==> src/rtl/i2cmb_wb_sequencer.sv <==
// i2cmb_wb_sequencer: Wishbone master that drives iicmb_m_wb through complete single-byte I2C transfers
// Ports: clk_i/rst_i (sync, active-high); req_* request in, req_ready while idle;
//        rsp_valid pulse with rsp_data/rsp_status; cyc_o/stb_o/we_o/adr_o/dat_o/dat_i/ack_i Wishbone master; irq_i DUT interrupt.
// Build option: I2CMB_SEQ_IRQ_EN enables the CSR interrupt and makes WAIT read CMDR only after irq_i.
module i2cmb_wb_sequencer #(
    parameter int WB_ADDR_WIDTH  = 2,
    parameter int WB_DATA_WIDTH  = 8,
    parameter int NUM_I2C_BUSSES = 1
) (
    input  logic                     clk_i,
    input  logic                     rst_i,
    input  logic                     req_valid,
    output logic                     req_ready,
    input  logic                     req_we,
    input  logic [3:0]               req_bus,
    input  logic [6:0]               req_addr,
    input  logic [7:0]               req_data,
    output logic                     rsp_valid,
    output logic [7:0]               rsp_data,
    output logic [1:0]               rsp_status,
    output logic                     cyc_o,
    output logic                     stb_o,
    output logic                     we_o,
    output logic [WB_ADDR_WIDTH-1:0] adr_o,
    output logic [WB_DATA_WIDTH-1:0] dat_o,
    input  logic [WB_DATA_WIDTH-1:0] dat_i,
    input  logic                     ack_i,
    input  logic                     irq_i
);
    typedef enum logic [3:0] {
        S_INIT, S_IDLE, S_SB_DPR, S_SB_CMD, S_START, S_AD_DPR, S_AD_CMD,
        S_DT_DPR, S_DT_CMD, S_RDDPR, S_STOP, S_WAIT, S_RESP
    } state_t;
    typedef enum logic [2:0] {P_SETBUS, P_START, P_ADDR, P_DATA, P_STOP} phase_t;

    localparam logic [WB_ADDR_WIDTH-1:0] A_CSR  = WB_ADDR_WIDTH'(0);
    localparam logic [WB_ADDR_WIDTH-1:0] A_DPR  = WB_ADDR_WIDTH'(1);
    localparam logic [WB_ADDR_WIDTH-1:0] A_CMDR = WB_ADDR_WIDTH'(2);
`ifdef I2CMB_SEQ_IRQ_EN
    localparam logic [7:0] CSR_VAL = 8'hC0;
`else
    localparam logic [7:0] CSR_VAL = 8'h80;
    logic unused_irq;
    assign unused_irq = irq_i;
`endif

    state_t                   state_q, state_d, nxt;
    phase_t                   phase_q, phase_d;
    logic                     cyc_q, cyc_d, stb_q, stb_d, wb_we_q, wb_we_d;
    logic [WB_ADDR_WIDTH-1:0] adr_q, adr_d, acc_adr;
    logic [WB_DATA_WIDTH-1:0] dat_q, dat_d, acc_dat;
    logic                     acc, acc_we;
    logic                     r_we_q, r_we_d;
    logic [3:0]               r_bus_q, r_bus_d, cb_q, cb_d;
    logic [6:0]               r_addr_q, r_addr_d;
    logic [7:0]               r_data_q, r_data_d, rd_q, rd_d;
    logic [1:0]               st_q, st_d;
    logic                     cv_q, cv_d;
    logic                     rsp_valid_q, rsp_valid_d;
    logic [7:0]               rsp_data_q, rsp_data_d;
    logic [1:0]               rsp_status_q, rsp_status_d;
    logic                     bad_bus;

    assign bad_bus = 32'(req_bus) >= 32'(NUM_I2C_BUSSES);

    always_comb begin
        state_d  = state_q;
        phase_d  = phase_q;
        cyc_d    = cyc_q;
        stb_d    = stb_q;
        wb_we_d  = wb_we_q;
        adr_d    = adr_q;
        dat_d    = dat_q;
        r_we_d   = r_we_q;
        r_bus_d  = r_bus_q;
        r_addr_d = r_addr_q;
        r_data_d = r_data_q;
        rd_d     = rd_q;
        st_d     = st_q;
        cv_d     = cv_q;
        cb_d     = cb_q;
        acc      = 1'b0;
        acc_adr  = A_CMDR;
        acc_we   = 1'b1;
        acc_dat  = '0;
        nxt      = state_q;
        case (state_q)
            S_INIT: begin
                acc     = 1'b1;
                acc_adr = A_CSR;
                acc_dat = WB_DATA_WIDTH'(CSR_VAL);
                nxt     = S_IDLE;
            end
            S_IDLE: if (req_valid) begin
                r_we_d   = req_we;
                r_bus_d  = req_bus;
                r_addr_d = req_addr;
                r_data_d = req_data;
                rd_d     = 8'h00;
                st_d     = bad_bus ? 2'b11 : 2'b00;
                state_d  = bad_bus ? S_RESP : (cv_q && cb_q == req_bus) ? S_START : S_SB_DPR;
            end
            S_SB_DPR: begin
                acc     = 1'b1;
                acc_adr = A_DPR;
                acc_dat = WB_DATA_WIDTH'(r_bus_q);
                nxt     = S_SB_CMD;
            end
            S_SB_CMD: begin
                acc     = 1'b1;
                acc_dat = WB_DATA_WIDTH'(8'h06);
                phase_d = P_SETBUS;
                nxt     = S_WAIT;
            end
            S_START: begin
                acc     = 1'b1;
                acc_dat = WB_DATA_WIDTH'(8'h04);
                phase_d = P_START;
                nxt     = S_WAIT;
            end
            S_AD_DPR: begin
                acc     = 1'b1;
                acc_adr = A_DPR;
                acc_dat = WB_DATA_WIDTH'({r_addr_q, ~r_we_q});
                nxt     = S_AD_CMD;
            end
            S_AD_CMD: begin
                acc     = 1'b1;
                acc_dat = WB_DATA_WIDTH'(8'h01);
                phase_d = P_ADDR;
                nxt     = S_WAIT;
            end
            S_DT_DPR: begin
                acc     = 1'b1;
                acc_adr = A_DPR;
                acc_dat = WB_DATA_WIDTH'(r_data_q);
                nxt     = S_DT_CMD;
            end
            S_DT_CMD: begin
                acc     = 1'b1;
                acc_dat = WB_DATA_WIDTH'(r_we_q ? 8'h01 : 8'h03);
                phase_d = P_DATA;
                nxt     = S_WAIT;
            end
            S_RDDPR: begin
                acc     = 1'b1;
                acc_adr = A_DPR;
                acc_we  = 1'b0;
                nxt     = S_STOP;
            end
            S_STOP: begin
                acc     = 1'b1;
                acc_dat = WB_DATA_WIDTH'(8'h05);
                phase_d = P_STOP;
                nxt     = S_WAIT;
            end
            S_WAIT: begin
`ifdef I2CMB_SEQ_IRQ_EN
                acc    = cyc_q || irq_i;
`else
                acc    = 1'b1;
`endif
                acc_we = 1'b0;
            end
            S_RESP: state_d = S_IDLE;
            default: state_d = S_INIT;
        endcase
        // Launch an access when the bus is idle, hold it until ack, then drop everything for one cycle.
        if (acc && !cyc_q) begin
            cyc_d   = 1'b1;
            stb_d   = 1'b1;
            wb_we_d = acc_we;
            adr_d   = acc_adr;
            dat_d   = acc_dat;
        end else if (acc && ack_i) begin
            cyc_d   = 1'b0;
            stb_d   = 1'b0;
            wb_we_d = 1'b0;
            adr_d   = '0;
            dat_d   = '0;
            state_d = nxt;
        end
        if (state_q == S_RDDPR && cyc_q && ack_i)
            rd_d = dat_i[7:0];
        // CMDR status: AL > ERR > NAK > DON; an all-clear read keeps polling.
        if (state_q == S_WAIT && cyc_q && ack_i) begin
            if (dat_i[5]) begin
                st_d    = 2'b10;
                cv_d    = 1'b0;
                state_d = S_RESP;
            end else if (dat_i[4] || dat_i[6]) begin
                st_d    = dat_i[4] ? 2'b11 : 2'b01;
                cv_d    = dat_i[4] ? 1'b0 : cv_q;
                state_d = phase_q == P_STOP ? S_RESP : S_STOP;
            end else if (dat_i[7]) begin
                cv_d    = phase_q == P_SETBUS ? 1'b1 : cv_q;
                cb_d    = phase_q == P_SETBUS ? r_bus_q : cb_q;
                state_d = phase_q == P_SETBUS ? S_START :
                          phase_q == P_START  ? S_AD_DPR :
                          phase_q == P_ADDR   ? (r_we_q ? S_DT_DPR : S_DT_CMD) :
                          phase_q == P_DATA   ? (r_we_q ? S_STOP : S_RDDPR) : S_RESP;
            end
        end
        rsp_valid_d  = state_d == S_RESP;
        rsp_status_d = state_d == S_RESP ? st_d : rsp_status_q;
        rsp_data_d   = state_d == S_RESP ? (r_we_d ? 8'h00 : rd_d) : rsp_data_q;
    end

    always_ff @(posedge clk_i) begin
        if (rst_i) begin
            state_q      <= S_INIT;
            phase_q      <= P_SETBUS;
            cyc_q        <= 1'b0;
            stb_q        <= 1'b0;
            wb_we_q      <= 1'b0;
            adr_q        <= '0;
            dat_q        <= '0;
            r_we_q       <= 1'b0;
            r_bus_q      <= 4'd0;
            r_addr_q     <= 7'd0;
            r_data_q     <= 8'd0;
            rd_q         <= 8'd0;
            st_q         <= 2'b00;
            cv_q         <= 1'b0;
            cb_q         <= 4'd0;
            rsp_valid_q  <= 1'b0;
            rsp_data_q   <= 8'd0;
            rsp_status_q <= 2'b00;
        end else begin
            state_q      <= state_d;
            phase_q      <= phase_d;
            cyc_q        <= cyc_d;
            stb_q        <= stb_d;
            wb_we_q      <= wb_we_d;
            adr_q        <= adr_d;
            dat_q        <= dat_d;
            r_we_q       <= r_we_d;
            r_bus_q      <= r_bus_d;
            r_addr_q     <= r_addr_d;
            r_data_q     <= r_data_d;
            rd_q         <= rd_d;
            st_q         <= st_d;
            cv_q         <= cv_d;
            cb_q         <= cb_d;
            rsp_valid_q  <= rsp_valid_d;
            rsp_data_q   <= rsp_data_d;
            rsp_status_q <= rsp_status_d;
        end
    end

    assign req_ready  = state_q == S_IDLE;
    assign rsp_valid  = rsp_valid_q;
    assign rsp_data   = rsp_data_q;
    assign rsp_status = rsp_status_q;
    assign cyc_o      = cyc_q;
    assign stb_o      = stb_q;
    assign we_o       = wb_we_q;
    assign adr_o      = adr_q;
    assign dat_o      = dat_q;
endmodule

==> config.mk <==
export PLATFORM = sky130hd
export DESIGN_NAME = i2cmb_wb_sequencer
export DESIGN_NICKNAME = d
export VERILOG_FILES = /design/src/rtl/i2cmb_wb_sequencer.sv
export SDC_FILE = /design/constraint.sdc
export NUM_CORES = 1
export LEC_CHECK = 0
export ABC_AREA = 1
export CAP_MARGIN = 0
export CORE_MARGIN = 2
export CORE_UTILIZATION = 55
export DETAILED_ROUTE_END_ITERATION = 7
export PLACE_DENSITY = 0.84
export SYNTH_ARGS = -nofsm -noshare
export SYNTH_HDL_FRONTEND = slang
export SYNTH_SLANG_ARGS = --single-unit
==> constraint.sdc <==
create_clock -name clk_i -period 4.5 [get_ports clk_i]
set_clock_uncertainty 0.1 [all_clocks]
set_input_delay 0.45 -clock clk_i [delete_from_list [all_inputs] [get_ports clk_i]]
set_output_delay 0.45 -clock clk_i [all_outputs]
set_load 0.1 [all_outputs]
==> flow_summary.yaml, run 1 <==
status:
  outcome: "completed"
power_and_ir_drop:
  leakage_nw: 1.59
  total_power_mw: 1.33
  p_per_area_nw_per_um2: 353
  ir_worst_vdd_mv: 0.183
logic_synthesis:
  synth-seq-cells: 65
  async_flop_share_pct: 0
  seq_area_frac_synth_pct: 43.3
  synthFlopType: "dfxtp_1"
  synth.avg_cell_area_um2: 6.78
  ys_types: 32
  yosys_warnings: 0
  synth_edf_count: 0
  synth_area_um2: 3000
  syn_inst: 443
  syn-num-nets: 476
clock_network:
  cts_max_level: 3
  root_buffer: "clkbuf_8"
  cts_buffers: 9
  clock_latency_ps: 340
  cts_setup_buffers: 0
  clkTransAtPathRegs_ps: 70
  cts_hold_buf: 0
  ctsLongestPathBuffers: 2
  cts_sinks: 65
  ctsResizeCount: 0
  cts_tree: "yes"
setup_path:
  endpoint_kind: "primary output"
  path_max_fanout: 6
  required_ps: 3950
  regToRegSetupSlack_ps: 2120
  cp-start-kind: "flop"
  crit_type: "flop to primary output"
  arrival_ps: 2310
  ff2ff_path_depth: 8
  worstReg2RegEnd: "rsp_data[2]"
  regToRegStartpoint: "state_q[0]"
layout:
  synthToLayoutAreaGrowth_pct: 25.9
  layout.cells.non_filler: 572
  finalNetCount: 530
  drive_above_1_share_pct: 7.77
  n_antenna_cell: 0
timing:
  fin_crit_sh_pct: 63.5
  slew-limit-headroom_pct: 25.5
  hold_ws_ps: 354
  setup_tns_ps: 0
  finalSetupViolations: 0
  worst_pin_slew_ps: 1110
  final_hold_viol_count: 0
  rsz0062_at_grt: "false"
  fmax_mhz: 350
  min_period_ps: 2860
  drv_slew: 0
route:
  vias_per_cell: 5.20
  vias: 2977
  dr.first_iter.drc_count: 208
  routedWlPerCell_um: 12.8
  detail-route-antenna-nets: 0
  first_pass_iters: 4
  drc_errors: 0
  wl_um: 7330
global_routing:
  antenna_found_initial: 0
  grt_max_degree: 43
  grtUsageTotal_pct: 26.8
  first_global_vias: 2840
  grt_pass1_wl_um: 12800
  grt_overflow_total: 0
min_path:
  min_to: "r_data_q[5]"
  worstHoldPathType: "flop to flop"
  min_path_cells: 2
  min-delay-start: "r_data_q[5]"
placed_design:
  io_buffers: 56
  place_hpwl_um: 5320
  dp.cells: 556
  gp_congestion: 0.895
floorplanning:
  coreArea_um2: 5200
  die_w_um: 77.9
  dieArea_um2: 6070
  die_height_um: 77.9
  initial_core_util_pct: 57.7
  rows: 26
  io_pins: 58
job:
  maxCapViolations: 0
-- critical path: stages, from the launching register on --
cell	delay, ps
dfxtp_1	450
nand2_1	170
nor2_4	190
clkdlybuf4s50_1	1150
-- metrics by stage --
step	worst slack (ps)	utilization (%)	instance area [um2]
2_1_floorplan	2290	-	3000
4_1_cts	1630	72.6	3780
3_3_place_gp	1820	69.0	3590
3_5_place_dp	1790	69.0	3590
5_1_grt	1560	72.6	3780
6_report	1640	72.6	3780
-- per-layer routing --
layer / track usage (%) / part of all wire [%]
met1: 31.8 / 42
met2: 46.6 / 50
met3: 4.42 / 6.0
met4: 13.2 / 2.2
met5: 0 / 0
-- how the worst max path moves through the flow --
stage                     startpoint  slack, ps  depth (start not counted)            end
final                     state_q[0]       1640                          3      req_ready
after global routing      state_q[0]       1560                          3      req_ready
after CTS                 state_q[0]       1630                          3      req_ready
after detailed placement   req_valid       1790                          7    rsp_data[2]
after global placement     req_valid       1820                         10  rsp_status[0]
after floorplan                stb_o       2290                         12  rsp_status[0]
-- final cells by class --
| class | instances | area (um2) |
|---|---|---|
| clock inverters | 5 | 56.3 |
| inverters | 64 | 240 |
| multi-input cells | 299 | 1390 |
| fillers | 457 | 1420 |
| repair buffers | 58 | 576 |
| clock buffers | 11 | 131 |
| well taps | 70 | 87.6 |
| flip-flops and latches | 65 | 1300 |
-- placed cells by master (no fill, tap or decap), types with 3 or more instances in the layout --
cell type,instances
clkbuf_8,9
inv_2,8
nor2_2,4
o21ai_1,11
a21oi_1,45
nand2_1,97
nor2_1,50
nor3_1,4
nand3_1,21
dfxtp_1,65
o21ai_0,43
inv_1,54
clkdlybuf4s50_1,56
o22ai_1,4
nand2_2,4
nand3_2,3
-- where the power goes --
part           internal (mW)  switching, mW  leakage, nW
Combinational         0.0760          0.166        0.968
Clock                  0.255          0.222       0.0933
Sequential             0.599         0.0166        0.526
Total                  0.930          0.404         1.59
-- flip-flops by register name, indices dropped and copies added (netlist names), 2 cells and up --
register    flops
dat_o           8
r_data_q        8
rd_q            8
rsp_data        8
r_addr_q        7
cb_q            4
r_bus_q         4
state_q         4
phase_q         3
adr_o           2
rsp_status      2
st_q            2
-- synth_stat cells, types with 2 or more instances --
| cell type | number | area share (%) |
|---|---|---|
| o21ai_0 | 43 | 7.2 |
| nand2_2 | 4 | 0.83 |
| inv_1 | 54 | 6.7 |
| nor3_1 | 4 | 0.67 |
| dfxtp_1 | 65 | 43 |
| o2111ai_1 | 2 | 0.58 |
| clkinv_1 | 2 | 0.25 |
| nor2_2 | 4 | 0.83 |
| nand2_1 | 97 | 12 |
| o21ai_1 | 11 | 1.8 |
| inv_2 | 8 | 1.0 |
| nor2_1 | 50 | 6.2 |
| buf_2 | 2 | 0.33 |
| nand3_1 | 21 | 3.5 |
| a21oi_1 | 45 | 7.5 |
| o22ai_1 | 4 | 0.83 |
| clkbuf_1 | 10 | 1.2 |
| nand3_2 | 3 | 1.0 |
-- cells by family (layout without fill, tap and decap cells) --
family,Yosys count,in the layout,synth area share [%]
buffers and inverters,79,138,10.5
and+or+nand+nor,188,188,26.6
DFF,65,65,43.3
AOI/OAI and AO/OA,111,111,19.6
Power figures use the tool's default switching activity.
==> inputs of run 2 (changes only) <==
--- a/config.mk
+++ b/config.mk
@@ -8,9 +8,9 @@
 export ABC_AREA = 1
 export CAP_MARGIN = 0
 export CORE_MARGIN = 2
-export CORE_UTILIZATION = 55
+export CORE_UTILIZATION = 47
 export DETAILED_ROUTE_END_ITERATION = 7
-export PLACE_DENSITY = 0.84
+export PLACE_DENSITY = 0.76
 export SYNTH_ARGS = -nofsm -noshare
 export SYNTH_HDL_FRONTEND = slang
 export SYNTH_SLANG_ARGS = --single-unit
==> constraint.sdc (replaced) <==
create_clock -name clk_i -period 2.5 [get_ports clk_i]
set_clock_uncertainty 0.1 [all_clocks]
set_input_delay 0.25 -clock clk_i [delete_from_list [all_inputs] [get_ports clk_i]]
set_output_delay 0.25 -clock clk_i [all_outputs]
set_load 0.1 [all_outputs]
==> run 2 against run 1 <==
Power is 76% higher. Combinational power is 80% higher. Via count is 0.64% higher. Critical path depth is 7 higher. Sequential share of layout area is 0.41 points higher. Clock-buffer cell count stayed put. Wire length is 2.2% higher. Non-clock buffer count is 2 higher. First-iteration DRC count is 14% lower. Highest routed layer unchanged.
==> flow_summary.yaml, run 2 (synthesis results as in run 1) <==
status:
  outcome: "completed"
layout:
  n_antenna_cell: 0
  fillerInstances: 635
  synthToLayoutAreaGrowth_pct: 24.4
  finalNetCount: 532
  layout_commonest_cell: "nand2_1"
  layout.cells.non_filler: 581
  drive_above_1_share_pct: 13.3
  final_cell_mix: "nand2_1, dfxtp_1, inv_1"
floorplanning:
  initial_core_util_pct: 47.9
  coreArea_um2: 6280
  die_height_um: 84.0
  rows: 29
  dieArea_um2: 7050
  io_pins: 58
  die_w_um: 84.0
timing:
  slew-limit-headroom_pct: 24.8
  hold_ws_ps: 358
  min_period_ps: 2100
  finalSetupViolations: 0
  worst_pin_slew_ps: 1120
  fin_crit_sh_pct: 83.9
  setup_tns_ps: 0
  final_hold_viol_count: 0
  rsz0062_at_grt: "false"
  drv_slew: 0
  fmax_mhz: 477
placed_design:
  gp_congestion: 0.853
  place_hpwl_um: 5460
  io_buffers: 56
  dp.cells: 565
setup_path:
  critPathBufInv: 3
  path_max_fanout: 9
  endpoint_kind: "flop"
  cp-start-kind: "flop"
  crit_chain: "inv_2, nand2_2, nor2_2, nand2_1, inv_2, nand3_1, clkinv_1, o21ai_1, nand4_2, o21ai_1"
  required_ps: 2670
  cpMaxStageDelayCell: "dfxtp_1"
  max_stage_delay_ps: 400
  arrival_ps: 2270
  crit_type: "flop to flop"
  critical_path.top_delay_family: "simple AND/OR/NAND/NOR gates"
global_routing:
  grt_overflow_total: 0
  grtUsageTotal_pct: 22.4
  antenna_found_initial: 0
  met3_usage_pct: 4.45
  grt_pass1_wl_um: 12900
  grt_max_degree: 33
  grt.busiest_layer: "met2"
  grtUsageMet1_pct: 27.5
  grt_util_met2_pct: 37.8
  first_global_vias: 2864
clock_network:
  clkTransAtPathRegs_ps: 70
  cts_max_level: 3
  cts_tree: "yes"
  cts_buffers: 9
  root_buffer: "clkbuf_8"
  clock_latency_ps: 350
  ctsResizeCount: 0
  cts_sinks: 65
  cts_hold_buf: 0
  ctsLongestPathBuffers: 2
  cts_setup_buffers: 0
route:
  detail-route-antenna-nets: 0
  first_pass_iters: 4
  routedWlPerCell_um: 12.9
  vias: 2996
  dr.first_iter.drc_count: 179
  wl_um: 7490
  drc_errors: 0
  vias_per_cell: 5.16
power_and_ir_drop:
  netSwitchingPower_mw: 0.748
  switching_share_pct: 31.8
  total_power_mw: 2.35
  p_int_mw: 1.60
  p_clk_share_pct: 34.4
  p_per_area_nw_per_um2: 629
  pwr-share-comb_pct: 18.5
  pwr-share-seq_pct: 47.1
  ir_worst_vdd_mv: 0.395
  leakage_nw: 1.63
job:
  maxCapViolations: 0
min_path:
  worstHoldPathType: "flop to flop"
==> run 2: cell types whose count changed in the layout (fill, tap and decap cells not counted), sizes merged <==
cell / delta
inv: +1
clkinv: -2
bufinv: -1
clkdlybuf4s50: -25
clkinvlp: +2
buf: +27
==> run 2: cell type report <==
cell class | count | area, um2 | area share [%]
sequential | 65 | 1300 | 34.8
tap | 77 | 96.3 | 2.58
inverter | 64 | 240 | 6.43
multi-input combinational | 299 | 1390 | 37.2
clock buffer | 11 | 141 | 3.78
timing repair buffer | 60 | 528 | 14.1
clock inverter | 5 | 40.0 | 1.07
==> run 2: worst min-delay path: cells and delay by family, from the launching register on <==
kind | cells | cell delay [ps]
compound gates | 1 | 60
flops | 1 | 300
buf+inv | 1 | 60
==> run 2: through the flow <==
| stage | worst slack, ps | utilization, % | instance area, um2 |
|---|---|---|---|
| finish | 403 | 59.5 | 3740 |
| global route | 223 | 59.5 | 3740 |
| CTS | 452 | 59.5 | 3740 |
| detailed placement | 255 | 56.6 | 3550 |
| global placement | 302 | 56.6 | 3550 |
| floorplan | 287 | - | 3000 |
==> run 2: final timing paths <==
path | start | end | slack [ps] | depth (start not counted)
setup / recovery | state_q[2] | rsp_data[4] | 400 | 10
hold / removal | r_data_q[6] | r_data_q[6] | 360 | 2
setup reg to reg | state_q[2] | rsp_data[4] | 400 | 10
hold reg to reg | r_data_q[6] | r_data_q[6] | 360 | 2
==> run 2: metal layers <==
layer | part of all wire [%] | vias up
met5 | 0 | -
met4 | 2.0 | 0
met3 | 5.3 | 16
met2 | 47 | 78
met1 | 46 | 1359
li1 | - | 1543
==> run 2: power groups by stage <==
stage                     logic (mW)  clock network [mW]  registers (mW)
after detailed placement       0.431                   0            1.13
after global placement         0.425                   0            1.13
after floorplan                0.222                   0            1.21
after CTS                      0.434               0.829            1.11
after global routing           0.476               0.874            1.11
final                          0.435               0.809            1.11
==> inputs of run 3 (changes only) <==
==> constraint.sdc (replaced) <==
create_clock -name clk_i -period 1.88 [get_ports clk_i]
set_clock_uncertainty 0.1 [all_clocks]
set_input_delay 0.188 -clock clk_i [delete_from_list [all_inputs] [get_ports clk_i]]
set_output_delay 0.188 -clock clk_i [all_outputs]
set_load 0.1 [all_outputs]
==> run 3 against run 2 <==
First-iteration DRC count down 34%. Sequential share of layout area down 3.3 points. Wire length up 6.7%.
==> flow_summary.yaml, run 3 (synthesis results as in run 1) <==
power_and_ir_drop:
  ir_worst_vdd_mv: 0.608
  total_power_mw: 3.31
  p_per_area_nw_per_um2: 798
  leakage_nw: 1.85
timing:
  final_hold_viol_count: 0
  slew-limit-headroom_pct: 71.0
  worst_pin_slew_ps: 431
  hold_ws_ps: 352
  fin_crit_sh_pct: 93.7
  fmax_mhz: 568
  finalSetupViolations: 0
  drv_slew: 0
  min_period_ps: 1760
clock_network:
  root_buffer: "clkbuf_8"
  cts_hold_buf: 0
  cts_buffers: 9
  cts_tree: "yes"
  cts_sinks: 65
  clkTransAtPathRegs_ps: 70
  cts_max_level: 3
  ctsLongestPathBuffers: 2
  clock_latency_ps: 350
setup_path:
  crit_type: "flop to flop"
  regToRegSetupSlack_ps: 120
  required_ps: 2020
  ff2ff_path_depth: 13
  cp-start-kind: "flop"
  arrival_ps: 1900
  path_max_fanout: 6
  endpoint_kind: "flop"
  regToRegStartpoint: "state_q[0]"
  worstReg2RegEnd: "rsp_data[3]"
global_routing:
  grt_max_degree: 31
  first_global_vias: 2812
  grtUsageMet1_pct: 26.9
  met3_usage_pct: 5.84
  grt_pass1_wl_um: 12700
  grt_util_met2_pct: 39.8
  grtUsageTotal_pct: 22.5
  grt.busiest_layer: "met2"
  antenna_found_initial: 0
  grt_overflow_total: 0
min_path:
  min-delay-start: "r_addr_q[0]"
  worstHoldPathType: "flop to flop"
  min_to: "r_addr_q[0]"
  min_path_cells: 2
route:
  detail-route-antenna-nets: 0
  vias: 3133
  drc_errors: 0
  vias_per_cell: 5.08
  dr.first_iter.drc_count: 118
  first_pass_iters: 4
  wl_um: 8000
  routedWlPerCell_um: 13.0
layout:
  n_antenna_cell: 0
  fillerInstances: 582
  synthToLayoutAreaGrowth_pct: 38.2
  stdcell_area_um2: 4150
  layout_commonest_cell: "nand2_1"
  drive_above_1_share_pct: 21.3
  finalNetCount: 568
  final_cell_mix: "nand2_1, dfxtp_1, buf_4"
  fin_util_pct: 66.1
floorplanning:
  coreArea_um2: 6280
  dieArea_um2: 7050
  initial_core_util_pct: 47.9
  die_height_um: 84.0
  io_pins: 58
  rows: 29
  die_w_um: 84.0
placed_design:
  gp_congestion: 0.923
  place_hpwl_um: 5760
  dpl_cell_area_um2: 3860
  io_buffers: 56
job:
  maxCapViolations: 0
status:
  outcome: "completed"
-- run 3: power by group --
part / total [mW] / internal (mW) / switching (mW)
clock: 1.17 / 0.643 / 0.525
combinational: 0.668 / 0.234 / 0.434
sequential: 1.48 / 1.44 / 0.0403
-- run 3: stage by stage --
step           setup slack [ps]  std cells  TNS [ps]
2_1_floorplan              -147        443     -1320
3_3_place_gp               -156        597     -1730
4_1_cts                    53.2        613         0
6_report                    119        617         0
3_5_place_dp               -170        597     -1950
5_1_grt                   -1.26        617     -1.26
-- run 3: per-layer routing --
metal,up-vias,share of wire (%)
li1,1623,-
met1,1414,42
met2,86,51
met3,10,5.4
met4,0,1.1
met5,-,0
-- run 3: critical path: stages, from the launching register on --
cell     delay [ps]
dfxtp_4         400
inv_2            80
nor2_2          100
nand2_1         110
nand3_2         100
nand2_1          70
inv_2            80
nand2_1          50
nand2_1          70
nand2_2          70
nand2_4         130
nand3_2         130
nand3_1         100
o21ai_1          60
-- run 3: what timing repair did --
item                       CTS  global route
pin swaps                    0             3
buffers inserted             0             2
gates resized for setup      3             9
setup endpoints to repair    3            14
gates cloned                 0             2
hold endpoints to repair     0             0
-- run 3: layout make-up --
cell class / count / area (um2) / share of cell area (%)
Multi-Input combinational cell: 301 / 1470 / 35.4
Sequential cell: 65 / 1310 / 31.6
Timing Repair Buffer: 94 / 833 / 20.1
Inverter: 64 / 245 / 5.91
Clock buffer: 11 / 141 / 3.41
Tap cell: 77 / 96.3 / 2.32
Clock inverter: 5 / 55.1 / 1.33
-- run 3: worst max path at each step --
| stage | start | to | depth (start not counted) |
|---|---|---|---|
| global route | state_q[0] | rsp_status[1] | 14 |
| finish | state_q[0] | rsp_data[3] | 13 |
| CTS | state_q[0] | cb_q[2] | 8 |
| floorplan | state_q[3] | rsp_data[0] | 13 |
| detailed placement | ack_i | rsp_data[0] | 10 |
| global placement | ack_i | rsp_status[0] | 10 |
